### config.mk
export PLATFORM = sky130hd
export DESIGN_NAME = pkt_tx
export DESIGN_NICKNAME = d
export VERILOG_FILES = /design/src/rtl/pkt_tx.sv
export SDC_FILE = /design/constraint.sdc
export NUM_CORES = 1
export LEC_CHECK = 0
export CAP_MARGIN = 20
export CORE_MARGIN = 5
export CORE_UTILIZATION = 45
export DETAILED_ROUTE_END_ITERATION = 7
export GPL_TIMING_DRIVEN = 0
export PLACE_DENSITY = 0.68
export SLEW_MARGIN = 20
export SYNTH_ARGS = -nofsm -noshare
export SYNTH_HDL_FRONTEND = slang
export SYNTH_SLANG_ARGS = --single-unit
export TNS_END_PERCENT = 10
### constraint.sdc
create_clock -name clk -period 4.35 [get_ports clk]
set_input_delay 0.87 -clock clk [delete_from_list [all_inputs] [get_ports clk]]
set_output_delay 0.87 -clock clk [all_outputs]
set_load 0.01 [all_outputs]
### src/rtl/pkt_tx.sv
// -----------------------------------------------------------------------------
// pkt_tx -- packet transmitter over a UART line (8N1, LSB first, idle high).
//
// On a start request the block fetches PKT_LEN payload bytes one at a time
// from an external source by index and sends each as a UART frame. The
// frames follow each other with a single fetch cycle between them. tx comes
// from a flop, so the line follows the state machine one cycle later.
//
// Optional feature: define PKT_TX_CHECKSUM_EN to append one extra frame after
// the payload. That frame carries the XOR of all payload bytes.
//
// Parameters
//   CLKS_PER_BIT : clock cycles per UART bit (default 434 = 50 MHz / 115200)
//   PKT_LEN      : payload bytes per packet, 1..127
//
// Ports
//   clk        in   sole clock, rising edge
//   reset      in   asynchronous, active-high reset
//   start      in   packet request, sampled only while idle
//   idx        out  [6:0] index of the payload byte being fetched
//   read_data  in   [7:0] payload byte addressed by idx (combinational source)
//   tx         out  UART line
//   busy       out  high whenever the block is not idle
//   byte_sent  out  one-cycle pulse on the last cycle of each stop bit
//   done       out  one-cycle pulse on the last cycle of the packet
// -----------------------------------------------------------------------------
module pkt_tx #(
   parameter int CLKS_PER_BIT = 434,
   parameter int PKT_LEN      = 60
) (
   input  logic       clk,
   input  logic       reset,
   input  logic       start,
   output logic [6:0] idx,
   input  logic [7:0] read_data,
   output logic       tx,
   output logic       busy,
   output logic       byte_sent,
   output logic       done
);

   // One bit is the minimum width, so CLKS_PER_BIT=1 still builds.
   localparam int               BAUD_W    = (CLKS_PER_BIT > 1) ? $clog2(CLKS_PER_BIT) : 1;
   localparam logic [BAUD_W-1:0] BAUD_LAST = BAUD_W'(CLKS_PER_BIT - 1);
   localparam logic [6:0]        IDX_LAST  = 7'(PKT_LEN - 1);

   localparam logic [2:0] S_IDLE  = 3'd0;
   localparam logic [2:0] S_FETCH = 3'd1;
   localparam logic [2:0] S_START = 3'd2;
   localparam logic [2:0] S_DATA  = 3'd3;
   localparam logic [2:0] S_STOP  = 3'd4;
`ifdef PKT_TX_CHECKSUM_EN
   localparam logic [2:0] S_CSUM  = 3'd5;
`endif

   logic [2:0]        r_state;
   logic [BAUD_W-1:0] r_baud;
   logic [2:0]        r_bit;
   logic [7:0]        r_shift;
   logic [6:0]        r_idx;
   logic              r_tx;

   logic w_bit_end;
   logic w_last_byte;
   logic w_frame_end;
   logic w_pkt_end;
   logic w_tx_next;

`ifdef PKT_TX_CHECKSUM_EN
   logic [7:0] r_csum;        // running XOR of the payload bytes latched so far
   logic       r_csum_phase;  // set while the checksum frame is on the line
   assign w_pkt_end = r_csum_phase;
`else
   assign w_pkt_end = w_last_byte;
`endif

   assign w_bit_end   = (r_baud == BAUD_LAST);
   assign w_last_byte = (r_idx == IDX_LAST);
   assign w_frame_end = (r_state == S_STOP) && w_bit_end;

   assign idx       = r_idx;
   assign tx        = r_tx;
   assign busy      = (r_state != S_IDLE);
   assign byte_sent = w_frame_end;
   assign done      = w_frame_end && w_pkt_end;

   // Line level that goes with the current state. It is registered into r_tx
   // on the next edge, so the line lags the state by exactly one cycle.
   always_comb begin
      // NOTE: assign a default first, so no path through this block leaves
      // w_tx_next unassigned and infers a latch.
      w_tx_next = 1'b1;
      case (r_state)
         S_START: w_tx_next = 1'b0;
         S_DATA:  w_tx_next = r_shift[0];
         default: w_tx_next = 1'b1;
      endcase
   end

   // NOTE: sequential state uses non-blocking assignments only, so every flop
   // samples values from before the edge, whatever the statement order.
   always_ff @(posedge clk or posedge reset) begin
      if (reset) begin
         r_state <= S_IDLE;
         r_baud  <= '0;
         r_bit   <= '0;
         r_shift <= '0;
         r_idx   <= '0;
         r_tx    <= 1'b1;
`ifdef PKT_TX_CHECKSUM_EN
         r_csum       <= '0;
         r_csum_phase <= 1'b0;
`endif
      end else begin
         r_tx <= w_tx_next;
         case (r_state)
            S_IDLE: begin
               r_idx  <= '0;
               r_baud <= '0;
               r_bit  <= '0;
`ifdef PKT_TX_CHECKSUM_EN
               r_csum       <= '0;
               r_csum_phase <= 1'b0;
`endif
               if (start) r_state <= S_FETCH;
            end

            S_FETCH: begin
               r_shift <= read_data;
`ifdef PKT_TX_CHECKSUM_EN
               r_csum  <= r_csum ^ read_data;
`endif
               r_baud  <= '0;
               r_state <= S_START;
            end

            S_START: begin
               if (w_bit_end) begin
                  r_baud  <= '0;
                  r_bit   <= '0;
                  r_state <= S_DATA;
               end else begin
                  r_baud <= r_baud + BAUD_W'(1);
               end
            end

            S_DATA: begin
               if (w_bit_end) begin
                  r_baud  <= '0;
                  r_shift <= {1'b0, r_shift[7:1]};
                  r_bit   <= r_bit + 3'd1;
                  if (r_bit == 3'd7) r_state <= S_STOP;
               end else begin
                  r_baud <= r_baud + BAUD_W'(1);
               end
            end

            S_STOP: begin
               if (w_bit_end) begin
                  r_baud <= '0;
                  if (w_pkt_end) begin
                     r_idx   <= '0;
                     r_state <= S_IDLE;
                  end
`ifdef PKT_TX_CHECKSUM_EN
                  // idx stays at the last payload index during the checksum frame.
                  else if (w_last_byte) begin
                     r_state <= S_CSUM;
                  end
`endif
                  else begin
                     r_idx   <= r_idx + 7'd1;
                     r_state <= S_FETCH;
                  end
               end else begin
                  r_baud <= r_baud + BAUD_W'(1);
               end
            end

`ifdef PKT_TX_CHECKSUM_EN
            // Latch cycle for the checksum byte, which takes the place of FETCH.
            S_CSUM: begin
               r_shift      <= r_csum;
               r_csum_phase <= 1'b1;
               r_baud       <= '0;
               r_state      <= S_START;
            end
`endif

            default: r_state <= S_IDLE;
         endcase
      end
   end

endmodule

# Word-level counts from Yosys, hierarchy flattened
# Cells that the tools add are included.
# Widths: inputs -> output; s select.
[totals]
input_bits = 11
out_inout_bits = 11
romBits = 0
n_memories = 0
latchBits = 0
reg_bits = 31
ramBits = 0
[classes]
multipliers = 0
order_cmp = 0
bitwise = 0
n_div = 0
eq_ne = 12
muxes = 18
shift = 0
n_reduce_logical = 14
add_sub_neg = 3
[ops]
columns = ["op", "count"]
rows = [
  ["$mux 3", 7],
  ["$pmux 9 s2", 1],
  ["$pmux 8 s2", 1],
  ["$pmux 3 s5", 1],
  ["$mux 7", 2],
  ["$pmux 7 s2", 1],
  ["$ne 2x2->1 const B", 5],
  ["$add 9x1->9 const B", 1],
  ["$eq 9x9->1 const B", 1],
  ["$mux 9", 1],
  ["$pmux 3 s3", 1],
  ["$mux 8", 1],
  ["$add 7x1->7 const B", 1],
  ["$eq 7x6->1 const B", 1],
  ["$eq 3x2->1 const B", 2],
  ["$eq 3x3->1 const B", 2],
  ["$reduce_bool 2->1", 3],
  ["$reduce_bool 3->1", 2],
  ["$reduce_and 5->1", 1],
  ["$reduce_and 2->1", 2],
  ["$add 3x1->3 const B", 1],
  ["$eq 3x1->1 const B", 1],
  ["$logic_not 3->1", 1],
  ["$reduce_and 3->1", 1],
  ["other kinds (5)", 6],
]

# Depth between registers and ports, before layout
# Gate-level depths: netlist of run 1.
[depth]
depth_word = 4
mapped_depth = 7
ltp_nobuf = 6

# Worst setup path before layout of run 1
# Ideal clock, no wire load.
[synth_timing]
kind = "register to output"
start = "register r_baud[1]"
end = "output done"
path_stages_with_launch = 6
setup_slack_ns = 2.191
path_buffers = 0
t_required_ns = 3.480
t_arrival_ns = 1.289
path_cell_list = "dfrtp_1 inv_1 ha_1 and4b_2 nand2_4 nor3_1"
[synth_via]
elab_chain_cells = 3
[synth_rtl]
columns = ["element", "line", "source"]
rows = [
  ["from (decl)", "57", "logic [BAUD_W-1:0] r_baud;"],
  ["from (signal assigned)", "143", "r_baud <= r_baud + BAUD_W'(1);"],
  ["from (signal assigned)", "154", "r_baud <= r_baud + BAUD_W'(1);"],
  ["from (signal assigned)", "176", "r_baud <= r_baud + BAUD_W'(1);"],
  ["$eq 9x9->1", "77", "assign w_bit_end = (r_baud == BAUD_LAST);"],
  ["$logic_and 1x1->1", "79", "assign w_frame_end = (r_state == S_STOP) && w_bit_end;"],
  ["$logic_and 1x1->1", "85", "assign done = w_frame_end && w_pkt_end;"],
  ["to (decl)", "39", "output logic done"],
]
# Every way passes these cells.

# Worst setup path after layout of run 1
[layout_timing]
start = "register r_baud[1]"
end = "output byte_sent"
[layout_via]
elab_chain_cells = 2
[layout_rtl]
columns = ["element", "line", "source"]
rows = [
  ["$eq 9x9->1", "77", ""],
  ["$logic_and 1x1->1", "79", ""],
  ["to (decl)", "38", "output logic byte_sent,"],
]
# Every way passes these cells.

==> flow_metrics.py, run 1 <==
metrics = {
    "hold_path": {
        "timing.hold.worst.class": "flop to flop",
    },
    "critical_path": {
        "critical_path.reg2reg.endpoint": "r_bit[0]",
        "cp-end-kind": "output port",
        "arrival_ns": 2.15,
        "setup.worst_path.end": "byte_sent",
        "timing.reg2reg.setup_slack_ns": 2.53,
        "crit_chain": "inv_1 > ha_1 > nand4b_1 > nor3_4 > clkdlybuf4s50_1",
        "timing.setup.critical_path_class": "flop to output port",
        "crit_required_ns": 3.48,
        "critical_path.startpoint_type": "flop",
        "worst_path_max_delay_cell": "sky130_fd_sc_hd__clkdlybuf4s50_1",
        "launch_point_of_the_worst_reg_to_reg_path": "r_baud[1]",
        "slowest_delay_ns": 0.60,
        "worstSetupStartpoint": "r_baud[1]",
        "timing.reg2reg.worst_path_depth": 6,
        "critical_path.max_fanout": 8,
    },
    "sta": {
        "layout_min_cycle_time_ns": 3.02,
        "final.period_utilization": 0.695,
        "finalSetupTns_ns": 0,
        "final.setup_skew_ns": 0.00822,
        "timing_worst_slew_pin_value_ns": 0.639,
        "final-hold-violation-count": 0,
        "slew_violations": 0,
        "max_freq_mhz": 331,
        "rsz0062_at_grt": "no",
        "setup_viol_count_final": 0,
        "slew-limit-headroom": 0.573,
    },
    "job": {
        "drv.max_cap_violation_count": 0,
    },
    "logic_synthesis": {
        "synth_enable_flop_cells": 0,
        "synth_top_flop_cell": "sky130_fd_sc_hd__dfrtp_1",
        "synth_nets": 197,
        "synth-async-reset-ratio": 1.00,
        "syn_inst": 181,
        "synth_seq_cells": 31,
        "yosys_warnings": 0,
        "avgSynthCellArea_sq_um": 9.73,
        "yosysSeqAreaShare": 0.441,
        "post_synthesis_cell_type_count": 52,
        "synthesis.area_sq_mm": 0.00176,
    },
    "drt": {
        "drt-total-wl_mm": 4.15,
        "drt-pass1-iter-count": 4,
        "drc": 0,
        "post_drt_via_cell_ratio": 5.90,
        "wire_per_inst_microns": 16.1,
        "drt_first_iter_violations": 118,
        "drt.antenna.violating_nets": 0,
        "total_via_count_in_the_routed_design": 1521,
    },
    "cts": {
        "post_cts_buffers": 0,
        "tritoncts": "yes",
        "total_clock_buffers_created_by_cts": 5,
        "cts_num_sinks": 31,
        "post_cts_hold_buffer_count": 0,
        "cts.path.max_buffers": 2,
        "cts.htree.levels": 2,
        "insertion_delay_ns": 0.28,
        "post_cts_resize_count": 0,
        "clock-root-buffer": "sky130_fd_sc_hd__clkbuf_8",
        "worst_setup_hold_path_clk_slew_ns": 0.06,
    },
    "placed_design": {
        "dp.final_hpwl_mm": 3.04,
        "gpl.final_weighted_congestion": 0.886,
        "numPortBuffers": 21,
    },
    "power": {
        "total_leakage_power_nw": 0.946,
        "worst_ir_drop_vdd_mv": 0.182,
        "design_power_total_mw": 0.608,
        "power.density_mw_per_mm2": 283,
    },
    "floorplan": {
        "die_h_microns": 72.6,
        "std_cell_core_area_sq_mm": 0.00372,
        "floorplan.initialDensity": 0.474,
        "die_w_microns": 72.6,
        "floorplan.rows": 22,
        "top_level_ports": 22,
        "dieArea_sq_mm": 0.00527,
    },
    "global_routing": {
        "grt_pass1_wl_mm": 7.29,
        "first_global_vias": 1566,
        "grt_start_max_net_pins": 32,
        "gr-total-overflow": 0,
        "initial_antenna_violation_count": 0,
        "gr-usage-all-layers": 0.173,
    },
    "cells_and_area": {
        "layout.nets": 225,
        "final_layout_size_suffix_gt1_frac": 0.129,
        "antennaDiodeCount": 0,
        "n_fill_cell": 345,
        "flow.area_growth_from_synthesis_pct": 22.0,
    },
    "outcome": {
        "run_status": "complete, no violations",
    },
}
worst min-delay path by stage:
| stage | depth (start not counted) | slack, ns | endpoint | startpoint |
|---|---|---|---|---|
| finish | 2 | 0.49 | tx | r_shift[0] |
| global route | 2 | 0.52 | tx | r_shift[0] |
| CTS | 2 | 0.50 | tx | r_shift[0] |
| detailed placement | 2 | 0.48 | tx | r_shift[0] |
| global placement | 2 | 0.48 | tx | r_shift[0] |
| floorplan | 2 | 0.45 | tx | r_shift[0] |
final cells by class:
| cell class | instances | area (sq um) | share of cell area |
|---|---|---|---|
| multi-input cells | 134 | 916 | 0.426 |
| flip-flops and latches | 31 | 777 | 0.361 |
| repair buffers | 21 | 210 | 0.0978 |
| clock buffers | 6 | 82.6 | 0.0384 |
| well taps | 48 | 60.1 | 0.0279 |
| clock inverters | 2 | 35.0 | 0.0163 |
| plain buffers | 7 | 35.0 | 0.0163 |
| inverters | 9 | 33.8 | 0.0157 |
per-layer routing:
layer / track usage / up-vias / routed length (microns)
met2: 0.287 / 25 / 2110
met1: 0.216 / 758 / 1850
met5: 0 / - / 0
met3: 0.0441 / 7 / 126
met4: 0.0676 / 0 / 61
li1: - / 731 / -
layout by cell type (no fill, tap or decap), types with 4 or more instances in the layout:
cell	netlist	routed
sky130_fd_sc_hd__inv_1	9	8
sky130_fd_sc_hd__nand2_1	20	20
sky130_fd_sc_hd__dfrtp_1	30	30
sky130_fd_sc_hd__ha_1	5	5
sky130_fd_sc_hd__clkbuf_1	4	4
sky130_fd_sc_hd__nand3_1	14	14
sky130_fd_sc_hd__clkbuf_8	0	6
sky130_fd_sc_hd__o21ai_0	7	7
sky130_fd_sc_hd__a2bb2oi_1	7	7
sky130_fd_sc_hd__nor2_1	7	7
sky130_fd_sc_hd__nor2b_1	4	4
sky130_fd_sc_hd__a21oi_1	7	7
sky130_fd_sc_hd__clkdlybuf4s50_1	0	21
sky130_fd_sc_hd__o22ai_1	9	9
per-stage QoR:
| stage | hold slack, ns | setup slack, ns | cells | area, sq um | util |
|---|---|---|---|---|---|
| floorplan | 0.448 | 2.19 | 181 | 1760 | - |
| global placement | 0.477 | 1.65 | 250 | 2030 | 0.547 |
| detailed placement | 0.477 | 1.60 | 250 | 2030 | 0.547 |
| CTS | 0.496 | 1.29 | 258 | 2150 | 0.578 |
| global route | 0.519 | 1.16 | 258 | 2150 | 0.578 |
| finish | 0.494 | 1.33 | 258 | 2150 | 0.578 |
sequential cells by signal, summed over array words and instances, names as in the netlist:
register  count
idx           7
r_shift       8
r_bit         3
r_baud        9
tx            1
r_state       3
where the power goes:
group          switching, mW  internal (mW)
combinational        0.00825         0.0108
clock                  0.109          0.185
sequential           0.00201          0.292
total                  0.119          0.488
synthesized netlist by cell type, types with 3 or more instances:
library cell                number  area share
sky130_fd_sc_hd__a211o_1         3       0.015
sky130_fd_sc_hd__a21oi_1         7       0.020
sky130_fd_sc_hd__a2bb2oi_1       7       0.035
sky130_fd_sc_hd__and4_1          3       0.015
sky130_fd_sc_hd__clkbuf_1        4      0.0085
sky130_fd_sc_hd__dfrtp_1        30        0.43
sky130_fd_sc_hd__ha_1            5       0.036
sky130_fd_sc_hd__inv_1           9       0.019
sky130_fd_sc_hd__nand2_1        20       0.043
sky130_fd_sc_hd__nand3_1        14       0.040
sky130_fd_sc_hd__nand4_1         3       0.011
sky130_fd_sc_hd__nor2_1          7       0.015
sky130_fd_sc_hd__nor2b_1         4       0.014
sky130_fd_sc_hd__o21ai_0         7       0.020
sky130_fd_sc_hd__o22ai_1         9       0.032
critical path, delay by kind of cell, from the launching register on:
kind          cells  cell delay, ns
fa+ha+maj         1            0.16
flops             1            0.41
simple gates      2            0.62
buf+inv           2            0.69
kinds of logic after synthesis:
kind of cell    synth area share
simple gates               0.246
compound gates             0.217
flops                      0.441
buf+inv                   0.0391
fa+ha+maj                 0.0355
xor+xnor                 0.00994
mux                       0.0114
Power figures use the tool's default switching activity.
==> inputs of run 2 (changes only) <==
Clock period 4.35 ns to 3 ns, I/O delays scaled along.
==> results of run 2 <==
The final DEF is identical to that of run 1. Status: complete, no violations.
Among the figures that moved: setup slack after placement 1.60 ns -> 0.521 ns; setup slack after layout 1.33 ns -> 0.248 ns; register-to-register setup slack 2.53 ns -> 1.18 ns; total power 0.608 mW -> 0.881 mW; worst IR drop on VDD 0.182 mV -> 0.264 mV
==> inputs of run 3 (changes only) <==
Settings changed: GPL_TIMING_DRIVEN 0 to not set.
==> run 3 against run 2 <==
Compared with the run above:
- non-clock buffer count down 5
- routed wire length fell by 5.2%
- count of clock-buffer cells in the layout grew 2
- worst hold slack worse by 0.0034 ns
- register-to-register slack got worse by 0.12 ns
- critical path depth decreased by 2
- global-route usage decreased by 1.7 points
- total power decreased by 8.4%
- sequential cell count stayed put
- clock skew shrank 0.0041 ns
- via count shrank 1.8%
- final cell count down 1.9%
- highest routed layer unchanged
==> flow_metrics.py, run 3 (synthesis gave the netlist of run 1 again) <==
metrics = {
    "cells_and_area": {
        "largest_register_ff_count": 9,
        "layout_commonest_cell": "sky130_fd_sc_hd__dfrtp_1",
        "flow.area_growth_from_synthesis_pct": 19.9,
        "n_fill_cell": 346,
        "sequential_cell_area_sq_um": 777,
        "layout.nets": 220,
        "commonest_cells_after_routing_fill_and_taps_aside": "sky130_fd_sc_hd__dfrtp_1, sky130_fd_sc_hd__clkdlybuf4s50_1, sky130_fd_sc_hd__nand2_1",
        "layoutNonFillerInstCount": 253,
        "largest-register": "r_baud",
        "antennaDiodeCount": 0,
        "final_layout_size_suffix_gt1_frac": 0.117,
        "area_used_by_multi_input_combinational_logic_sq_um": 916,
    },
    "global_routing": {
        "grt_pass1_wl_mm": 6.59,
        "initial_antenna_violation_count": 0,
        "grt_start_max_net_pins": 32,
        "first_global_vias": 1463,
        "gr-usage-all-layers": 0.157,
        "gr-total-overflow": 0,
    },
    "placed_design": {
        "dp.final_hpwl_mm": 2.87,
        "post-place-cells": 245,
        "numPortBuffers": 21,
        "gpl.final_weighted_congestion": 0.863,
    },
    "sta": {
        "final.setup_skew_ns": 0.00415,
        "finalSetupTns_ns": 0,
        "layout_min_cycle_time_ns": 2.79,
        "final-hold-violation-count": 0,
        "max_freq_mhz": 358,
        "rsz0062_at_grt": "no",
        "slew_violations": 0,
        "setup_viol_count_final": 0,
        "slew-limit-headroom": 0.473,
        "final.period_utilization": 0.931,
        "timing_worst_slew_pin_value_ns": 0.789,
    },
    "critical_path": {
        "critical_path.startpoint_type": "flop",
        "cp-end-kind": "output port",
        "critical_path.max_fanout": 14,
        "timing.reg2reg.worst_path_depth": 4,
        "arrival_ns": 2.19,
        "timing.reg2reg.setup_slack_ns": 1.06,
        "timing.setup.critical_path_class": "flop to output port",
        "critical_path.reg2reg.endpoint": "r_baud[5]",
        "launch_point_of_the_worst_reg_to_reg_path": "r_state[2]",
        "crit_required_ns": 2.40,
    },
    "power": {
        "portion_of_total_power_attributed_to_combinational_logic": 0.035,
        "total_internal_power_mw": 0.649,
        "p_clk_frac": 0.436,
        "p_sw_mw": 0.158,
        "worst_ir_drop_vdd_mv": 0.293,
        "power.density_mw_per_mm2": 382,
        "total_leakage_power_nw": 0.928,
        "p_seq_frac": 0.528,
        "p_sw_frac": 0.196,
    },
    "floorplan": {
        "floorplan.rows": 22,
        "top_level_ports": 22,
        "floorplan.initialDensity": 0.474,
        "die_w_microns": 72.6,
        "die_h_microns": 72.6,
        "std_cell_core_area_sq_mm": 0.00372,
        "dieArea_sq_mm": 0.00527,
    },
    "drt": {
        "drt-pass1-iter-count": 4,
        "drt_first_iter_violations": 108,
        "post_drt_via_cell_ratio": 5.91,
        "drt.antenna.violating_nets": 0,
        "drt-total-wl_mm": 3.93,
        "total_via_count_in_the_routed_design": 1494,
        "wire_per_inst_microns": 15.5,
        "drc": 0,
    },
    "cts": {
        "clock-root-buffer": "sky130_fd_sc_hd__clkbuf_8",
        "post_cts_buffers": 0,
        "tritoncts": "yes",
        "insertion_delay_ns": 0.27,
        "cts.htree.levels": 2,
        "post_cts_hold_buffer_count": 0,
        "cts.path.max_buffers": 2,
        "total_clock_buffers_created_by_cts": 5,
        "worst_setup_hold_path_clk_slew_ns": 0.06,
        "cts_num_sinks": 31,
        "post_cts_resize_count": 0,
    },
    "hold_path": {
        "whs_path_depth": 2,
        "worstHoldStart": "r_shift[0]",
        "whs_endpoint": "tx",
        "timing.hold.worst.class": "flop to flop",
    },
    "outcome": {
        "run_status": "complete, no violations",
    },
    "job": {
        "drv.max_cap_violation_count": 0,
    },
}
-- run 3: cell types whose count changed in the layout (fill, tap and decap cells not counted), sizes merged --
cell,previous run,this run
clkinv,1,0
buf,3,2
clkbuf,10,8
bufinv,1,0
-- run 3: worst max-delay path by stage --
stage | from | endpoint | slack, ns | depth (start not counted)
2_1_floorplan | r_baud[1] | done | 1.11 | 5
3_3_place_gp | r_state[2] | byte_sent | 0.57 | 3
3_5_place_dp | r_state[2] | byte_sent | 0.51 | 3
4_1_cts | r_state[2] | byte_sent | 0.20 | 3
5_1_grt | r_state[2] | byte_sent | 0.05 | 3
6_report | r_state[2] | byte_sent | 0.21 | 3
-- run 3: area by class of cell --
cell class,instances,share of cell area
multi-input cells,134,0.434
flip-flops and latches,31,0.368
repair buffers,23,0.107
clock buffers,8,0.0474
well taps,48,0.0284
inverters,9,0.0160
-- run 3: worst max-delay path, stage by stage, from the launching register on --
cell and delay [ns]:
sky130_fd_sc_hd__dfrtp_1 0.57, sky130_fd_sc_hd__or3b_4 0.48, sky130_fd_sc_hd__nor3_4 0.27, sky130_fd_sc_hd__clkdlybuf4s50_1 0.60
-- run 3: through the flow --
| stage | hold slack (ns) | power, mW | cell area [sq um] | utilization | setup WS (ns) |
|---|---|---|---|---|---|
| finish | 0.491 | 0.807 | 2110 | 0.568 | 0.206 |
| global route | 0.527 | 0.846 | 2110 | 0.568 | 0.0529 |
| CTS | 0.491 | 0.817 | 2110 | 0.568 | 0.204 |
| detailed placement | 0.474 | 0.464 | 2010 | 0.541 | 0.511 |
| global placement | 0.480 | 0.463 | 2010 | 0.541 | 0.570 |
| floorplan | 0.448 | 0.445 | 1760 | - | 1.11 |
-- run 3: power groups by stage --
stage / combinational [mW] / sequential (mW) / clock, mW
after floorplan: 0.0119 / 0.433 / 0
after global placement: 0.0288 / 0.434 / 0
after detailed placement: 0.0296 / 0.434 / 0
after CTS: 0.0295 / 0.426 / 0.361
after global routing: 0.0318 / 0.427 / 0.387
final: 0.0286 / 0.427 / 0.352
-- run 3: per-layer routing --
metal,vias to the layer above,global-route usage,wire (microns)
met5,-,0,0
met4,0,0.0574,44
met3,6,0.0413,132
met2,28,0.258,1940
met1,735,0.197,1810
li1,725,-,-
